**config.mk**
```make
export PLATFORM = sky130hd
export DESIGN_NAME = serial_sub
export DESIGN_NICKNAME = d
export VERILOG_FILES = /design/src/rtl/serial_sub.sv
export SDC_FILE = /design/constraint.sdc
export NUM_CORES = 1
export LEC_CHECK = 0
export ABC_AREA = 1
export CORE_UTILIZATION = 54
export CTS_BUF_LIST = sky130_fd_sc_hd__clkbuf_8
export DETAILED_ROUTE_END_ITERATION = 8
export PLACE_DENSITY = 0.82
export REMOVE_ABC_BUFFERS = 1
export SYNTH_ARGS = -nofsm -noshare
export SYNTH_HDL_FRONTEND = slang
export SYNTH_SLANG_ARGS = --single-unit
export TNS_END_PERCENT = 5
```
**constraint.sdc**
```tcl
create_clock -name clk -period 1.25 [get_ports clk]
set_clock_uncertainty 0.05 [all_clocks]
set_input_delay 0.125 -clock clk [delete_from_list [all_inputs] [get_ports clk]]
set_output_delay 0.125 -clock clk [all_outputs]
set_load 0.01 [all_outputs]
```
**src/rtl/serial_sub.sv**
```systemverilog
// -----------------------------------------------------------------------------
// serial_sub
//   Bit-serial subtractor computing diff = a - b (modulo 2^WIDTH), one bit per
//   clock, LSB first. A single borrow flop plus shift registers replace a
//   WIDTH-bit ripple-borrow chain.
//
//   Operation timeline (E0 = accept edge):
//     E0            : IDLE & start -> operands latched, enter SHIFT, busy=1
//     E1 .. EWIDTH  : one difference bit per edge; the last one enters DONE
//     EWIDTH+1      : DONE -> IDLE, diff/borrow(/ovf) loaded, done pulses
//   start is only looked at in IDLE, so requests during SHIFT/DONE are dropped.
//   With start held high the next accept is EWIDTH+2.
//
// Parameters
//   WIDTH   operand/result width in bits (>= 2)
//
// Ports
//   clk     rising-edge clock
//   rst_n   asynchronous active-low reset
//   start   operation request, sampled only in IDLE
//   a, b    minuend / subtrahend, captured on the accept edge
//   busy    high while shifting
//   done    one-cycle pulse; diff/borrow valid from this cycle on
//   diff    a - b modulo 2^WIDTH, held until the next result
//   borrow  final borrow-out, 1 iff a < b (unsigned)
//   ovf     two's-complement overflow of the subtraction
//
// Configuration
//   SERIAL_SUB_OVF_EN  when defined, adds the ovf port and the operand-MSB
//                      capture that feeds it.
// -----------------------------------------------------------------------------
module serial_sub #(
  parameter int WIDTH = 8
) (
  input  logic             clk,
  input  logic             rst_n,
  input  logic             start,
  input  logic [WIDTH-1:0] a,
  input  logic [WIDTH-1:0] b,
  output logic             busy,
  output logic             done,
  output logic [WIDTH-1:0] diff,
  output logic             borrow
`ifdef SERIAL_SUB_OVF_EN
  ,
  output logic             ovf
`endif
);

  localparam int CNT_W = $clog2(WIDTH) + 1;
  localparam logic [CNT_W-1:0] LAST_CNT = CNT_W'(WIDTH - 1);

  typedef enum logic [1:0] {
    ST_IDLE  = 2'd0,
    ST_SHIFT = 2'd1,
    ST_DONE  = 2'd2
  } state_t;

  // Full-subtractor cell: difference bit
  function automatic logic sub_diff_bit(input logic a0, input logic b0, input logic bin);
    sub_diff_bit = a0 ^ b0 ^ bin;
  endfunction

  // Full-subtractor cell: borrow-out
  function automatic logic sub_borrow_bit(input logic a0, input logic b0, input logic bin);
    sub_borrow_bit = (~a0 & b0) | (~(a0 ^ b0) & bin);
  endfunction

  state_t             state_r;
  logic [WIDTH-1:0]   a_sh_r;
  logic [WIDTH-1:0]   b_sh_r;
  // Result is assembled here so diff never shows partial values.
  logic [WIDTH-1:0]   res_sh_r;
  logic               bin_r;
  logic [CNT_W-1:0]   cnt_r;

`ifdef SERIAL_SUB_OVF_EN
  // Operand sign bits are lost to the right shift, so keep copies.
  logic               a_msb_r;
  logic               b_msb_r;
`endif

  logic               d_s;
  logic               bout_s;

  // Current bit of the serial subtraction
  always_comb begin
    d_s    = 1'b0;
    bout_s = 1'b0;
    d_s    = sub_diff_bit(a_sh_r[0], b_sh_r[0], bin_r);
    bout_s = sub_borrow_bit(a_sh_r[0], b_sh_r[0], bin_r);
  end

  // Control FSM, datapath shift registers and registered outputs
  always_ff @(posedge clk or negedge rst_n) begin
    if (!rst_n) begin
      state_r  <= ST_IDLE;
      a_sh_r   <= {WIDTH{1'b0}};
      b_sh_r   <= {WIDTH{1'b0}};
      res_sh_r <= {WIDTH{1'b0}};
      bin_r    <= 1'b0;
      cnt_r    <= {CNT_W{1'b0}};
      busy     <= 1'b0;
      done     <= 1'b0;
      diff     <= {WIDTH{1'b0}};
      borrow   <= 1'b0;
`ifdef SERIAL_SUB_OVF_EN
      a_msb_r  <= 1'b0;
      b_msb_r  <= 1'b0;
      ovf      <= 1'b0;
`endif
    end else begin
      case (state_r)
        ST_IDLE: begin
          done <= 1'b0;
          if (start) begin
            a_sh_r   <= a;
            b_sh_r   <= b;
            res_sh_r <= {WIDTH{1'b0}};
            bin_r    <= 1'b0;
            cnt_r    <= {CNT_W{1'b0}};
            busy     <= 1'b1;
            state_r  <= ST_SHIFT;
`ifdef SERIAL_SUB_OVF_EN
            a_msb_r  <= a[WIDTH-1];
            b_msb_r  <= b[WIDTH-1];
`endif
          end else begin
            busy    <= 1'b0;
            state_r <= ST_IDLE;
          end
        end

        ST_SHIFT: begin
          done     <= 1'b0;
          // Difference bits enter from the MSB side; after WIDTH shifts
          // the first (LSB) bit has reached position 0.
          res_sh_r <= {d_s, res_sh_r[WIDTH-1:1]};
          a_sh_r   <= {1'b0, a_sh_r[WIDTH-1:1]};
          b_sh_r   <= {1'b0, b_sh_r[WIDTH-1:1]};
          bin_r    <= bout_s;
          cnt_r    <= cnt_r + CNT_W'(1);
          if (cnt_r == LAST_CNT) begin
            busy    <= 1'b0;
            state_r <= ST_DONE;
          end else begin
            busy    <= 1'b1;
            state_r <= ST_SHIFT;
          end
        end

        ST_DONE: begin
          // bin_r now holds the borrow-out of the MSB cell.
          diff    <= res_sh_r;
          borrow  <= bin_r;
`ifdef SERIAL_SUB_OVF_EN
          ovf     <= (a_msb_r != b_msb_r) & (res_sh_r[WIDTH-1] != a_msb_r);
`endif
          done    <= 1'b1;
          busy    <= 1'b0;
          state_r <= ST_IDLE;
        end

        default: begin
          busy    <= 1'b0;
          done    <= 1'b0;
          state_r <= ST_IDLE;
        end
      endcase
    end
  end

endmodule
```
==> metrics.txt, run 1 <==
sequential share of power 45.0%; Critical Path Fanout Max 7; TritonCTS Buffers 5; first-pass GRT wire length 5678 µm; initial antenna violation count 0; Max clock buf depth 2; VDD IR-drop max 0.001166 V; cell count after synthesis 193; CTS H-tree depth 2; Comb pwr share 38.6%; IO Count 30; post-DP HPWL 2174 µm; CTS root buf clkbuf_8; clock slew at reported path FFs 0.07 ns; CP max-delay cell dfrtp_2; RSZ-0062 raised after global routing yes; Routed WL per cell 11.88 µm; Post-Syn Area 1710 µm²; Max-cap violations 0; CTS tree built; # DRC 0; flops & latches, synth 41; Total Wirelength 3280 µm; mux cell area share after synthesis 0%; max-slew violations 0; vias 1416; via-per-instance ratio 5.130; pwr dens 2168 nW/µm²; total gr overflow 0; fmax 814.8 MHz; n_diodes 0; Relative slew margins 84.04%; worst flop-to-flop path startpoint state_r[0]; port buffer count 29; Internal Power 3.074 mW; Non-Filler Instances 276; combinational family with the most area after synthesis simple AND/OR/NAND/NOR gates; global placement routability congestion 0.7597; Final ANT Viol Nets 0; Area after DPL 2079 µm²; full die area 3397 µm²; Synth Warn # 0; core footprint 3028 µm²; largest net degree at the start of global routing 42; clk sink count 41; Post-Synth Adder-Cell Area 1.902%; Final Cell Area 2241 µm²; switching pwr 1.784 mW; Starting Density 56.49%; setup TNS 0 ns; Avg Cell Area, Syn 8.862 µm²; crit end category flip-flop; fin crit share 98.19%; Crit Path Category reg -> reg; distinct cell type count after synthesis 17; Startpoint Class flip-flop; Worst R2R End a_sh_r[6]; ratio of cells with drive above 1 in the final layout 13.36%; Tot GR Track Use 22.91%; Worst-Margin Slew 0.2386 ns; R2R depth 6; register area share after synthesis 59.99%; standard-cell rows 20; Post-Synth XOR/XNOR Area 0.5121%; post-synthesis compound-gate area fraction 5.267%; Leakage Power 1.109 nW; NumNets Final 252; Die Ht 58.28 µm; Period minus WS final 1.227 ns; final hold vios 0; critical path arrival 1.36 ns; area growth from synthesis to layout 31.02%; Post-Synth Simple-Gate Area 26.63%; drt pass-1 iters 4; DR iter-0 viols 91; clk_lat worst skew 0.29 ns; Worst Hold Class in -> async; R2R Setup Slk 0.02 ns; setup violators final 0; Net Sw Frac 36.72%; vias in the first global route 1403; crit-path max cell delay 0.41 ns; DP Cell Count 264; run status complete, no violations; chip width 58.28 µm; CP Cell Sequence buf_6 > o21ai_4 > buf_6 > inv_4 > nand2_1 > nand2_1; Clock Power Share 16.4%; CP required 1.38 ns
-- routing by layer --
layer | track usage, % | share of wire (%) | vias to the layer above
li1 | - | - | 691
met1 | 24.85 | 41 | 667
met2 | 39.57 | 52 | 50
met3 | 7.143 | 5.6 | 8
met4 | 12.93 | 1.4 | 0
met5 | 0 | 0 | -
-- state kept, by name, indices dropped and copies added, names as in the netlist --
signal / flops
state_r: 2
done: 1
bin_r: 1
borrow: 1
res_sh_r: 8
b_sh_r: 8
cnt_r: 4
diff: 8
a_sh_r: 8
-- synthesized netlist by cell type --
library cell  count  share of area (%)
buf_2             6                1.8
buf_6             1               0.66
clkbuf_1          1               0.22
dfrtp_1          41                 60
fa_1              1                1.2
ha_1              1               0.73
inv_1            10                2.2
inv_2             4               0.88
nand2_1          74                 16
nand2_2           1               0.37
nand3_1          31                9.1
nand4_1           1               0.37
nor2_1            1               0.22
nor2_2            1               0.37
o21ai_0           7                2.0
o21ai_1          11                3.2
xnor2_1           1               0.51
-- cell type report --
class,count,area (µm²)
clock buffers,5,68.82
repair buffers,39,399.1
inverters,14,57.56
multi-input cells,130,619.3
flip-flops and latches,41,1027
well taps,44,55.05
clock inverters,3,13.76
fillers,214,787.0
-- layout by cell type (no fill, tap or decap), drive strengths merged --
cell / count
o21ai: 18
clkdlybuf4s50: 17
nand2: 75
xnor2: 1
nand3: 31
fa: 1
dlygate4sd3: 1
buf: 9
nor2: 2
nand4: 1
dlygate4sd2: 11
dfrtp: 41
ha: 1
inv: 15
clkinv: 2
clkbuf: 6
-- how the worst max path moves through the flow --
| stage | start | end | slack, ns | depth (start not counted) |
|---|---|---|---|---|
| after global placement | state_r[0] | busy | -0.0003 | 1 |
| after global routing | state_r[0] | a_sh_r[5] | -0.04 | 6 |
| after CTS | state_r[0] | a_sh_r[6] | 0.02 | 6 |
| after detailed placement | start | a_sh_r[5] | -0.03 | 6 |
| final | state_r[0] | a_sh_r[6] | 0.02 | 6 |
| after floorplan | state_r[0] | a_sh_r[5] | -0.63 | 4 |
-- per-stage QoR --
| stage | utilization, % | worst slack, ns | hold WS [ns] | total power [mW] |
|---|---|---|---|---|
| after detailed placement | 68.68 | -0.02773 | 0.06117 | 3.959 |
| after global routing | 74.01 | -0.04006 | 0.3148 | 5.251 |
| after global placement | 68.68 | -0.0003317 | 0.05878 | 3.846 |
| after floorplan | - | -0.6277 | -0.2206 | 3.156 |
| final | 74.01 | 0.02266 | 0.2864 | 4.858 |
| after CTS | 71.82 | 0.02033 | 0.2816 | 4.712 |
-- critical path: cells and delay by family, from the launching register on --
| kind | cells | cell delay (ns) |
|---|---|---|
| compound gates | 1 | 0.22 |
| flops | 1 | 0.41 |
| buf+inv | 3 | 0.35 |
| simple gates | 2 | 0.09 |
-- cell families (layout without fill, tap and decap cells) --
logic type,Yosys count,in the layout
compound gates,18,18
xor+xnor,1,1
fa+ha+maj,2,2
buf+inv,22,61
flops,41,41
simple gates,109,109
-- power by group through the flow --
stage	registers [mW]	clock network, mW	logic [mW]
finish	2.19	0.795	1.87
global route	2.26	0.879	2.12
CTS	2.18	0.830	1.70
detailed placement	2.23	0	1.73
global placement	2.19	0	1.65
floorplan	2.22	0	0.941
-- what timing repair did --
item	in CTS	in global routing
gates cloned	0	1
hold buffers	1	0
setup buffers	1	1
pin swaps	0	3
endpoints found under the setup margin	15	29
gates resized for setup	13	12
endpoints found under the hold margin	41	0
No activity file was read; power rests on OpenSTA's default activity.
==> run 2, diff against run 1 <==
--- a/config.mk
+++ b/config.mk
@@ -5,11 +5,10 @@
 export SDC_FILE = /design/constraint.sdc
 export NUM_CORES = 1
 export LEC_CHECK = 0
-export ABC_AREA = 1
-export CORE_UTILIZATION = 54
+export CORE_UTILIZATION = 55
 export CTS_BUF_LIST = sky130_fd_sc_hd__clkbuf_8
 export DETAILED_ROUTE_END_ITERATION = 8
-export PLACE_DENSITY = 0.82
+export PLACE_DENSITY = 0.83
 export REMOVE_ABC_BUFFERS = 1
 export SYNTH_ARGS = -nofsm -noshare
 export SYNTH_HDL_FRONTEND = slang
==> metrics.txt, run 2 <==
Period minus WS final 1.371 ns; DR iter-0 viols 44; global placement routability congestion 0.7196; leading area contributor after synthesis dfrtp_1; met2 usage 44.60%; ranking of synthesized cells by area dfrtp_1, nand3_2, nand2_1, mux2_2, a22oi_1; sequential share of power 38.7%; Internal Power 3.802 mW; RSZ-0062 raised after global routing yes; vias 1347; pre-CTS setup slack -0.3866 ns; n_diodes 0; final hold vios 0; Final Cell Area 2432 µm²; most common cell after layout, fill and taps aside dfrtp_1; post-CTS setup buffers 0; Final ANT Viol Nets 0; CTS H-tree depth 2; Clock Power Share 21.5%; Util after Layout 78.39%; clk_lat worst skew 0.30 ns; IO Count 30; Synth Warn # 0; CTS tree built; CP required 1.40 ns; Comb pwr share 39.8%; Max clock buf depth 2; cell count after synthesis 158; setup violators final 38; Min Hold Slack 0.2674 ns; clk sink count 41; met1 Resource Use GR 25.46%; Total Wirelength 3810 µm; Power Total 5.937 mW; Final WS setup -0.1210 ns; ratio of cells with drive above 1 in the final layout 31.16%; core footprint 3103 µm²; Tot GR Track Use 23.90%; ys async rst share 100.0%; full die area 3580 µm²; TritonCTS Buffers 5; Leakage Power 1.199 nW; Startpoint Class flip-flop; initial antenna violation count 0; Worst Hold Class in -> async; layer with the highest usage met2; synth cell count leaders dfrtp_1, nand2_1, nand3_2; critical path arrival 1.52 ns; clock slew at reported path FFs 0.08 ns; Synth top area share 55.78%; flops & latches, synth 41; Area after DPL 2241 µm²; R2R depth 5; Relative slew margins 76.93%; CTS root buf clkbuf_8; Die Ht 59.83 µm; # DRC 0; Routed WL per cell 15.68 µm; Net Sw Frac 35.96%; switching pwr 2.135 mW; Crit Path Category reg -> reg; post-DP HPWL 2490 µm; VDD IR-drop max 0.001384 V; vias in the first global route 1371; Post-Syn Area 1839 µm²; drt pass-1 iters 5; crit end category flip-flop; fin crit share 109.7%; via-per-instance ratio 5.543; chip width 59.83 µm; max-slew violations 0; distinct cell type count after synthesis 26; Post-synth EDFFs 0; setup TNS -2.129 ns; register area share after synthesis 55.78%; first-pass GRT wire length 6147 µm; total gr overflow 0; largest net degree at the start of global routing 42; Primary FF master, synth dfrtp_1; Non-Filler Instances 243; DP Cell Count 234; worst flop-to-flop path startpoint state_r[1]; GR Util met3 7.143%; Starting Density 59.27%; violations in the final reports negative setup slack; Critical Path Fanout Max 14; most frequent cells in the layout dfrtp_1, nand2_1, nand3_2; origin of the worst setup path state_r[1]; most numerous cell in the Yosys netlist dfrtp_1; Worst-Margin Slew 0.3457 ns; Max-cap violations 0; area growth from synthesis to layout 32.24%; run status finished with violations; standard-cell rows 20; NumNets Final 219; pwr dens 2441 nW/µm²; Avg Cell Area, Syn 11.64 µm²; port buffer count 29; fmax 729.4 MHz
-- run 2: kinds of logic (layout without fill, tap and decap cells) --
kind of cell               Yosys count  after routing  share of synthesized area, %
and+or+nand+nor                     73             73                         23.74
DFF                                 41             41                         55.78
AOI/OAI and AO/OA                   17             17                         6.667
buffers and inverters               13             54                         4.966
muxes                               11             11                         6.599
adders and majority gates            2              2                         1.769
xor gates and xnor gates             1              1                        0.4763
-- run 2: worst paths after layout --
check	to	slack, ns
worst max register to register	cnt_r[2]	-0.12
worst min register to register	diff[3]	0.45
worst min-delay path	diff[2]	0.27
max in group asynchronous	b_sh_r[1]	0.68
worst max-delay path	cnt_r[2]	-0.12
min in group clk	a_sh_r[7]	0.30
-- run 2: metal layers --
metal / part of all wire [%] / up-vias
met5: 0 / -
met1: 38 / 674
met4: 1.9 / 0
li1: - / 620
met2: 54 / 44
met3: 5.4 / 9
-- run 2: layout make-up --
cell class / count / area [µm²]
Timing Repair Buffer: 44 / 442.9
Clock inverter: 3 / 65.06
Inverter: 2 / 7.507
Sequential cell: 41 / 1026
Tap cell: 44 / 55.05
Clock buffer: 5 / 68.82
Multi-Input combinational cell: 104 / 767.0
Fill cell: 220 / 670.6
-- run 2: power by group through the flow --
stage,clock network (mW),registers (mW),logic [mW]
2_1_floorplan,0,2.28,1.26
3_3_place_gp,0,2.25,2.15
3_5_place_dp,0,2.29,2.28
4_1_cts,1.29,2.29,2.27
5_1_grt,1.34,2.36,2.62
6_report,1.27,2.30,2.36
-- run 2: repair_timing --
action                                 in CTS  in global routing
gates resized for setup                    19                 10
setup endpoints to repair                  49                 40
endpoints found under the hold margin      41                  0
pin swaps                                   1                  9
hold buffers                                1                  0
-- run 2: critical path, stage by stage (launching register included) --
cell and delay [ns]:
dfrtp_1 0.41, buf_6 0.14, nand2b_1 0.19, buf_12 0.18, mux2i_1 0.12, a21o_1 0.19
